$ cat config.mk
export PLATFORM = sky130hd
export DESIGN_NAME = logo_cmd_parser
export DESIGN_NICKNAME = d
export VERILOG_FILES = /design/src/rtl/logo_cmd_parser.sv
export SDC_FILE = /design/constraint.sdc
export NUM_CORES = 1
export LEC_CHECK = 0
export CORE_MARGIN = 2
export CORE_UTILIZATION = 65
export DETAILED_ROUTE_END_ITERATION = 10
export HOLD_SLACK_MARGIN = 0.1
export PLACE_DENSITY = 0.85
export RECOVER_POWER = 100
export SETUP_SLACK_MARGIN = 0.2
export SYNTH_ARGS = -nofsm -noshare
export SYNTH_HDL_FRONTEND = slang
export SYNTH_SLANG_ARGS = --single-unit
$ cat constraint.sdc
create_clock -name ps2_clock -period 9.25 [get_ports ps2_clock]
set_clock_uncertainty 0.2 [all_clocks]
set_input_delay 2.775 -clock ps2_clock [delete_from_list [all_inputs] [get_ports ps2_clock]]
set_output_delay 2.775 -clock ps2_clock [all_outputs]
set_load 0.02 [all_outputs]
$ cat src/rtl/logo_cmd_parser.sv
// LOGO command-line parser: collects keyboard ASCII, parses on Enter (result at E+count+1), holds cmd_valid until cmd_ready.
// Characters are dropped while busy; define LOGO_CMD_BACKSPACE_EN to make 0x08 delete the last buffered character.
module logo_cmd_parser #(
  parameter int BUF_DEPTH = 8
) (
  input  logic        ps2_clock,
  input  logic        reset,
  input  logic        char_valid,
  input  logic [7:0]  char_data,
  input  logic        cmd_ready,
  output logic        cmd_valid,
  output logic [31:0] cmd_word,
  output logic        cmd_error,
  output logic        busy,
  output logic [3:0]  char_count
);

  localparam logic [3:0] DEPTH = 4'(BUF_DEPTH);

  typedef enum logic [1:0] {
    S_COLLECT,
    S_PARSE,
    S_VALID,
    S_ERR
  } state_t;

  state_t r_state;
  state_t w_next;

  logic [15:0][7:0] r_buf;
  logic [3:0]       r_count;
  logic [3:0]       r_idx;
  logic             r_overflow;
  logic             r_bad;
  logic             r_motion;
  logic [7:0]       r_opcode;
  logic [15:0]      r_arg;
  logic             r_cmd_valid;
  logic [31:0]      r_cmd_word;

  logic        w_printable;
  logic        w_append;
  logic        w_drop_full;
  logic        w_backspace;
  logic        w_enter;
  logic        w_step;
  logic        w_clear;
  logic        w_line_ok;
  logic [7:0]  w_ch;
  logic        w_is_digit;
  logic [7:0]  w_lookup;
  logic        w_lookup_motion;
  logic [19:0] w_arg_wide;
  logic [15:0] w_arg_sat;

  assign w_printable = ((char_data >= 8'h41) && (char_data <= 8'h5A)) ||
                       ((char_data >= 8'h30) && (char_data <= 8'h39)) ||
                       (char_data == 8'h20);

  // Character currently being consumed by PARSE.
  assign w_ch       = r_buf[r_idx];
  assign w_is_digit = (w_ch >= 8'h30) && (w_ch <= 8'h39);

  always_comb begin
    w_lookup = 8'h00;
    case ({r_buf[0], r_buf[1]})
      "FD":    w_lookup = 8'h01;
      "BK":    w_lookup = 8'h02;
      "LT":    w_lookup = 8'h03;
      "RT":    w_lookup = 8'h04;
      "PU":    w_lookup = 8'h05;
      "PD":    w_lookup = 8'h06;
      "CS":    w_lookup = 8'h07;
      "HT":    w_lookup = 8'h08;
      default: w_lookup = 8'h00;
    endcase
  end

  assign w_lookup_motion = (w_lookup >= 8'h01) && (w_lookup <= 8'h04);

  // Once the argument exceeds 16 bits it stays pinned at all-ones.
  assign w_arg_wide = 20'(r_arg) * 20'd10 + 20'(w_ch[3:0]);
  assign w_arg_sat  = (w_arg_wide > 20'h0FFFF) ? 16'hFFFF : w_arg_wide[15:0];

  assign w_line_ok = !r_bad && !r_overflow && (r_opcode != 8'h00) &&
                     (r_motion ? (r_count >= 4'd4) : (r_count == 4'd2));

  always_ff @(posedge ps2_clock) begin
    if (reset) begin
      r_state <= S_COLLECT;
    end else begin
      r_state <= w_next;
    end
  end

  always_comb begin
    w_next      = r_state;
    w_append    = 1'b0;
    w_drop_full = 1'b0;
    w_backspace = 1'b0;
    w_enter     = 1'b0;
    w_step      = 1'b0;
    w_clear     = 1'b0;
    case (r_state)
      S_COLLECT: begin
        if (char_valid) begin
          if (w_printable) begin
            if (r_count < DEPTH) begin
              w_append = 1'b1;
            end else begin
              w_drop_full = 1'b1;
            end
          end else if (char_data == 8'h0D) begin
            if (r_count != 4'd0) begin
              w_enter = 1'b1;
              w_next  = S_PARSE;
            end
          end
`ifdef LOGO_CMD_BACKSPACE_EN
          else if (char_data == 8'h08) begin
            if (r_count != 4'd0) begin
              w_backspace = 1'b1;
            end
          end
`else
`endif
        end
      end
      S_PARSE: begin
        if (r_idx == r_count) begin
          w_next = w_line_ok ? S_VALID : S_ERR;
        end else begin
          w_step = 1'b1;
        end
      end
      S_VALID: begin
        if (cmd_ready) begin
          w_next  = S_COLLECT;
          w_clear = 1'b1;
        end
      end
      S_ERR: begin
        w_next  = S_COLLECT;
        w_clear = 1'b1;
      end
      default: begin
        w_next  = S_COLLECT;
        w_clear = 1'b1;
      end
    endcase
  end

  always_ff @(posedge ps2_clock) begin
    if (reset || w_clear) begin
      r_buf      <= '0;
      r_count    <= 4'd0;
      r_idx      <= 4'd0;
      r_overflow <= 1'b0;
      r_bad      <= 1'b0;
      r_motion   <= 1'b0;
      r_opcode   <= 8'h00;
      r_arg      <= 16'h0000;
    end else begin
      if (w_append) begin
        r_buf[r_count] <= char_data;
        r_count        <= r_count + 4'd1;
      end
      if (w_backspace) begin
        r_count <= r_count - 4'd1;
      end
      if (w_drop_full) begin
        r_overflow <= 1'b1;
      end
      if (w_enter) begin
        r_idx <= 4'd0;
      end
      // Char 0 needs no action: the mnemonic is judged once char 1 arrives.
      if (w_step) begin
        r_idx <= r_idx + 4'd1;
        if (r_idx == 4'd1) begin
          r_opcode <= w_lookup;
          r_motion <= w_lookup_motion;
        end else if (r_idx == 4'd2) begin
          if (r_motion && (w_ch != 8'h20)) begin
            r_bad <= 1'b1;
          end
        end else if ((r_idx >= 4'd3) && r_motion) begin
          if (!w_is_digit) begin
            r_bad <= 1'b1;
          end else begin
            r_arg <= w_arg_sat;
          end
        end
      end
    end
  end

  always_ff @(posedge ps2_clock) begin
    if (reset) begin
      r_cmd_valid <= 1'b0;
      r_cmd_word  <= 32'h0;
    end else if ((r_state == S_PARSE) && (w_next == S_VALID)) begin
      r_cmd_valid <= 1'b1;
      r_cmd_word  <= {r_opcode, 8'h00, r_arg};
    end else if ((r_state == S_VALID) && cmd_ready) begin
      r_cmd_valid <= 1'b0;
      r_cmd_word  <= 32'h0;
    end
  end

  assign cmd_valid  = r_cmd_valid;
  assign cmd_word   = r_cmd_word;
  assign cmd_error  = (r_state == S_ERR);
  assign busy       = (r_state == S_PARSE) || (r_state == S_VALID);
  assign char_count = r_count;

endmodule

==> flow_metrics.py <==
metrics = {
    "clock_tree": {
        "clock_path_buffers": 2,
        "clkTransAtPathRegs_ns": 0.06,
        "insertion_delay_ns": 0.43,
        "cts_tree": "yes",
        "cts-root-buf": "clkbuf_16",
        "cts-resized-gates": 0,
        "numCtsBuffers": 17,
        "postCtsSetupRepairBufs": 0,
        "cts_hold_buf": 0,
        "cts.sinks": 182,
        "htreeDepth": 4,
    },
    "logic_synthesis": {
        "synth_top_family_by_area": "simple AND/OR/NAND/NOR gates",
        "synth.largest_area_cell": "dfxtp_1",
        "synthMuxAreaShare_pct": 11.4,
        "synthAdderAreaFrac_pct": 6.33,
        "synth_compound_area_share_pct": 13.2,
        "ys_seq_area_share_pct": 40.8,
        "syn_avg_cell_area_um2": 9.39,
        "ys_async_sr_fraction_pct": 0,
        "postSynthCellCount": 952,
        "netlist_top_cells_area": "dfxtp_1, mux4_2, ha_1",
        "yosysTopAreaCellShare_pct": 40.8,
        "synth_edf_count": 0,
        "synth-seq-cells": 182,
        "ys.flop_type": "dfxtp_1",
        "yosys.area_share.simple_pct": 20.3,
        "netlist-cell-type-count": 75,
        "netlist_area_um2": 8940,
        "yosysWarningCount": 0,
        "synth-xor-area-share_pct": 3.12,
    },
    "critical_path": {
        "crit_arrival_ns": 6.99,
        "crit_end": "r_arg[1]",
        "regToRegEndpoint": "r_arg[1]",
        "start_kind": "input port",
        "r2r-start": "r_idx[0]",
        "reg2reg_slack_ns": 3.69,
        "path_class": "in2reg",
        "startpoint": "reset",
        "cp_max_fo": 66,
        "critPathRequiredTime_ns": 9.41,
        "worstSetupEndpointType": "register",
        "reg2regPathDepth": 14,
    },
    "grt": {
        "grt_use_met3_pct": 5.64,
        "grt_pass1_wl_mm": 33.4,
        "grt_usage_pct": 28.5,
        "gr-max-usage-layer": "met2",
        "grt_max_degree": 88,
        "antenna_found_initial": 0,
        "use_met2_pct": 48.9,
        "first_global_vias": 6794,
        "use_met1_pct": 35.5,
        "overflow": 0,
    },
    "drt": {
        "via_per_inst": 6.25,
        "post_drt_wl_per_cell_um": 17.8,
        "firstDrtPassIters": 6,
        "drt_wl_total_mm": 20.2,
        "ant_nets": 0,
        "drt_iter0_markers": 723,
        "drc_errors": 0,
        "num_vias": 7104,
    },
    "outcome": {
        "status": "complete, but fails checks",
        "violations": "capacitance limit, slew limit",
    },
    "power_and_ir_drop": {
        "vdd_drop_max_mv": 0.126,
        "power.density_nw_per_um2": 157,
        "leakage_uw": 0.00421,
    },
    "timing": {
        "tns_ns": 0,
        "clock.fmax_mhz": 146,
        "rsz0062_at_grt": "false",
        "fin_crit_sh_pct": 73.8,
        "finalHoldViolCount": 0,
        "fin_crit_ns": 6.83,
        "drv_slew": 67,
        "holdWs_ns": 0.257,
        "maxSlewHeadroom_pct": -38.0,
        "setup_viol": 0,
        "max_slew.worst_pin.slew_ns": 2.07,
    },
    "layout": {
        "drive_gt1_share_pct": 8.85,
        "stdcell_count": 1136,
        "antennaDiodeCount": 0,
        "nFillCells": 987,
        "area_growth_pct": 10.1,
        "layout_common_cells": "dfxtp_1, nor2_1, and3_1, nand2_1, a21oi_1",
        "final_common_cell": "dfxtp_1",
        "nNetsFinal": 1003,
    },
    "place": {
        "dp.cells": 1104,
        "post-dp-hpwl_mm": 13.7,
        "gp_routability_congestion": 0.851,
        "port_buffers": 38,
    },
    "worst_hold_path": {
        "hold_path.class": "reg2reg",
    },
    "floorplan": {
        "die_h_um": 121,
        "dieArea_um2": 14700,
        "core-area_um2": 13300,
        "die_w_um": 121,
        "initial_core_util_pct": 67.0,
        "io_pins": 51,
        "rows": 42,
    },
    "job": {
        "drv_cap": 1,
    },
}
worst min-delay path by stage:
stage	from	endpoint	slack [ns]	cells past startpoint
3_5_place_dp	r_buf[31]	r_buf[31]	0.22	2
5_1_grt	cmd_word[1]	cmd_word[1]	0.28	2
3_3_place_gp	r_buf[31]	r_buf[31]	0.22	2
6_report	cmd_valid	cmd_valid	0.26	2
4_1_cts	r_buf[35]	r_buf[35]	0.26	2
2_1_floorplan	r_buf[31]	r_buf[31]	0.21	2
Yosys cell counts, types with 18 or more instances:
cell,count
dfxtp_1,182
nor2_1,80
and3_1,75
nand2_1,71
a21oi_1,68
nand3_1,57
clkbuf_1,52
ha_1,42
mux2i_1,42
mux4_2,24
xnor2_1,18
report_power, final:
part / internal (uW) / switching, uW / total [uW]
clock network: 401 / 302 / 703
registers: 785 / 3.07 / 788
logic: 16.7 / 37.7 / 54.3
total: 1200 / 343 / 1550
layer usage:
metal  vias to the layer above  part of all wire, %
met4                         0                  2.5
li1                       3419                    -
met1                      3393                   42
met5                         -                    0
met2                       245                   50
met3                        47                  5.4
flip-flops by register name, indices dropped and copies added, names as in the netlist:
register / cells
r_idx: 4
cmd_valid: 1
r_bad: 1
cmd_word: 20
r_motion: 1
r_arg: 16
char_count: 4
r_buf: 128
r_opcode: 4
r_state: 2
r_overflow: 1
cell families (layout without fill, tap and decap cells):
family                     Yosys count  in the layout
AOI/OAI and AO/OA                  170            170
xor gates and xnor gates            31             31
adders and majority gates           44             44
buffers and inverters               97             94
DFF                                182            182
muxes                               71             71
other                                1             12
and+or+nand+nor                    356            356
critical path, cell delays in order:
cell and delay [ns]:
dlygate4sd3_1 0.87, nor2_2 0.18, clkbuf_1 1.49, and2_0 1.25
o221a_2 0.39
layout make-up:
cell class	instances	area, um2	area share [%]
multi-input combinational	684	4910	49.9
tap	176	220	2.24
clock buffer	22	484	4.92
inverter	17	63.8	0.648
clock inverter	10	93.8	0.953
sequential	182	3640	37.0
timing repair buffer	45	425	4.32
stage by stage:
step | instance area, um2 | setup WS (ns) | power, uW | util [%]
after floorplan | 8980 | 4.13 | 847 | -
final | 9840 | 2.42 | 1550 | 73.7
after detailed placement | 9280 | 2.99 | 860 | 69.5
after global placement | 9280 | 3.13 | 859 | 69.5
after global routing | 9840 | 2.05 | 1590 | 73.7
after CTS | 9850 | 3.42 | 1550 | 73.8
Power figures use the tool's default switching activity.
==> RTL edit 1: new RTL, same settings <==
Build with the macro `LOGO_CMD_BACKSPACE_EN` defined.
--- a/src/rtl/logo_cmd_parser.sv
+++ b/src/rtl/logo_cmd_parser.sv
@@ -1,5 +1,7 @@
 // LOGO command-line parser: collects keyboard ASCII, parses on Enter (result at E+count+1), holds cmd_valid until cmd_ready.
 // Characters are dropped while busy; define LOGO_CMD_BACKSPACE_EN to make 0x08 delete the last buffered character.
+`define LOGO_CMD_BACKSPACE_EN
+
 module logo_cmd_parser #(
   parameter int BUF_DEPTH = 8
 ) (
Function: changed (a bounded check fails within 4 cycles, from zero or initial values and one cycle with reset high).
==> RTL edit 1 against the unedited design <==
The run still ends with max-capacitance violations, max-slew violations left. Sequential cell count unchanged. Utilization shrank 1.8 points. Power grew 0.90%. Synthesized area up 0.74%. Final cell count up 1.7%. Die area increased by 0.72%. Worst setup slack worse by 0.083 ns. Design area increased by 0.29%. Via count rose by 1.2%. Count of clock-buffer cells in the layout increased by 3. Sequential power is essentially flat. Routed wire length increased by 0.46%. Worst hold slack got worse by 0.028 ns. Critical path type unchanged. Largest power group unchanged.
==> RTL edit 1: results (changes against the unedited design) <==
* Vias in the first global route at 6,830 (+0.53%)
* Largest net degree at the start of global routing at 72 (-18%)
* WL per Instance at 17.57 µm (-1.2%)
* Post-Synth XOR/XNOR Area at 0.02723 (-0.003981)
* Comb power frac at 0.031 (-0.004)
* Worst Reg-to-Reg Cells at 12 (-2)
* Mapped Cells at 966 (+1.5%)
* P_leak at 4.207 nW (about the same)
* Placed cell count at 1,124 (+1.8%)
* Maxcap violations at 1 (unchanged)
* Run status: finished with violations
* Cell Count, Final, Fillers Out at 1,155 (+1.7%)
* Final Cell Area at 9872 µm² (+0.29%)
* Non-clk buf share at 0.04271 (-0.0005063)
* Share of cells above drive strength 1 at 0.07897 (-0.009567)
* R2r endpoint: r_arg[14]
* Flop pwr share at 0.506 (-0.004)
* Met3 WL post-DR at 1205 µm (+11%)
* Multiplexer area fraction after synthesis at 0.1241 (+0.01028)
* Final slew viol count at 67 (unchanged)
* Final Power at 0.001559 W (+0.90%)
* Failing checks: max-capacitance violations, max-slew violations
* Adder-cell share of the synthesized area at 0.06224 (-0.001022)
* DRT met1 WL at 8836 µm (+3.4%)
* Vias/cell at 6.224 (-0.47%)
* Sequential area share after synthesis at 0.4046 (-0.003001)
* Layout area overhead at 9.614%
* Min-Delay Startpoint: r_buf[55]
* Pre-CTS WS at 3.095 ns (+0.1016 ns)
[RTL edit 1: cell count changes after synthesis, moves of 7 or more]
cell	change
nand3_1	-24
a31oi_1	+18
nor2_1	+18
o21ai_0	+17
nor3_1	+11
o221a_1	-10
clkbuf_1	-9
nand2b_1	+7
[RTL edit 1: worst max-delay path: stages]
cell and delay (ns):
dlygate4sd3_1 0.53, clkbuf_1 0.48, nor2_4 0.20, clkbuf_1 1.49, and2_0 1.07, o21ai_0 0.27, a31oi_1 0.22
[RTL edit 1: worst max path at each step]
stage	to	slack, ns	depth (start not counted)
after floorplan	r_buf[15]	4.16	9
after detailed placement	r_buf[12]	3.10	9
after global routing	r_arg[4]	1.80	7
after CTS	r_buf[12]	3.49	9
final	r_arg[4]	2.34	7
after global placement	char_count[3]	3.20	11
==> RTL edit 2: new RTL, same flow settings <==
Without the edit above. Reset style: asynchronous (`reset`), changed in 2 clocked blocks.
--- a/src/rtl/logo_cmd_parser.sv
+++ b/src/rtl/logo_cmd_parser.sv
@@ -85,7 +85,7 @@
   assign w_line_ok = !r_bad && !r_overflow && (r_opcode != 8'h00) &&
                      (r_motion ? (r_count >= 4'd4) : (r_count == 4'd2));
 
-  always_ff @(posedge ps2_clock) begin
+  always_ff @(posedge ps2_clock or posedge reset) begin
     if (reset) begin
       r_state <= S_COLLECT;
     end else begin
@@ -195,7 +195,7 @@
     end
   end
 
-  always_ff @(posedge ps2_clock) begin
+  always_ff @(posedge ps2_clock or posedge reset) begin
     if (reset) begin
       r_cmd_valid <= 1'b0;
       r_cmd_word  <= 32'h0;
Check against the original RTL: differs if reset is asserted again (counterexample within 4 cycles, from zero or initial values and one cycle with reset high); with reset held inactive, the same outputs for 10 cycles.
==> RTL edit 2 against the unedited design <==
The flow still finishes with violations (max-capacitance violations, max-slew violations). Design area up 1.6%. Final cell count up 0.18%. Utilization down 1.1 points. Worst setup slack better by 0.0067 ns. Via count down 2.2%. Sequential cell count unchanged. Worst hold slack worse by 0.020 ns. Global-route usage down 0.53 points. Maximum frequency about the same. First-iteration DRC count down 13%. Synthesized area up 2.1%. Routed wire length down 0.44%. Power up 2.6%. Critical endpoint is now r_buf[26].
==> RTL edit 2: results (changes against the unedited design) <==
* WL per Instance at 17.67 µm (-0.61%)
* Largest register FFs at 128 (unchanged)
* R2R Setup Slk at 4.65 ns (+0.96 ns)
* Capture point of the worst path: r_buf[26]
* P_leak at 4.481 nW (+6.6%)
* Hold EP: r_buf[63]
* Crit path arrival time at 6.85 ns (-0.14 ns)
* Placed cell count at 1,106 (+0.18%)
* Min-Delay Startpoint: r_buf[63]
* Adder-cell share of the synthesized area at 0.06197 (-0.001292)
* Multiplexer area fraction after synthesis at 0.1312 (+0.01742)
* Nets at 1,001 (-0.20%)
* Final slew viol count at 67 (unchanged)
* Max VDD drop at 0.1627 mV (+29%)
* Comb power frac at 0.028 (-0.007)
* FFs w/ async S/R, synth at 0.1264 (+0.1264)
* Pre-CTS WS at 3.213 ns (+0.2193 ns)
* Share of cells above drive strength 1 at 0.09081 (+0.002273)
* R2r endpoint: r_arg[15]
* Leading cell types by count after synthesis: 159 x dfxtp_1, 106 x nor2_1, 75 x and3_1
* H-tree levels at 4 (unchanged)
* Routability cong. at 0.8790 (+3.3%)
* Vias at 6,951 (-2.2%)
* Clock-pin slew of the registers on the worst-case setup and hold paths at 0.07 ns
* First-pass GRT wire length at 32,820 µm (-1.7%)
* Mapped Cells at 944 (-0.84%)
* Sequential area share after synthesis at 0.4118 (+0.004288)
* Top post-synthesis cells by area: dfxtp_1 35%, mux2i_1 6.6%, dfrtp_1 6.3%
* Final Cycle Share at 0.7376 (about the same)
* Total wire length at 20,110 µm (-0.44%)
* Psw at 0.0003548 W (+3.5%)
* Run status: finished with violations
* DP Area at 9469 µm² (+2.1%)
* Post-Synth XOR/XNOR Area at 0.02756 (-0.003654)
* Failing checks: max-capacitance violations, max-slew violations
* Setup Buffers After CTS at 0 (unchanged)
* Worst Reg-to-Reg Cells at 13 (-1)
* Fillers at 965 (-2.2%)
* HPWL after DPL at 13,190 µm (-3.4%)
* Vias in the first global route at 6,370 (-6.2%)
* Initial DRC count at 627 (-13%)
* CP startpoint: char_data[4]
* FF-to-FF Start: r_idx[0]
* Maxcap violations at 2 (+1)
* Clk buf depth at 2 (unchanged)
* Worst slew margin at -0.6482 (-0.2685)
* Post-synth cell types at 68 (-9.3%)
* Crit path max fanout at 12 (-82%)
* GRT Total Usage at 0.2801 (-0.005307)
* Post-synthesis compound-gate area fraction at 0.1154 (-0.01696)
* Worst Hold Slack at 0.2366 ns (-0.02033 ns)
* Switching Share at 0.2238 (+0.001955)
## RTL edit 2: critical path: stages
cell and delay, ns:
dlygate4sd3_1 0.70, or2_0 0.28, nor4_1 0.26, nand3_1 0.12, a211oi_1 0.26, clkbuf_1 0.42
nor4b_1 1.62, mux2i_1 0.34, nor2_1 0.07
## RTL edit 2: final cells by class
type / count / area [µm²] / share of cell area
clock buffer: 17 / 425.4 / 0.04253
multi-input combinational: 664 / 4840 / 0.4839
clock inverter: 15 / 190.2 / 0.01901
tap: 180 / 225.2 / 0.02252
sequential: 182 / 3761 / 0.3760
inverter: 33 / 123.9 / 0.01238
timing repair buffer: 47 / 436.7 / 0.04366
## RTL edit 2: metal layers
layer  share of wire  global-route usage
met1            0.45              0.3894
met2            0.47              0.4396
met3           0.058             0.05158
met4           0.017              0.1006
met5               0                   0
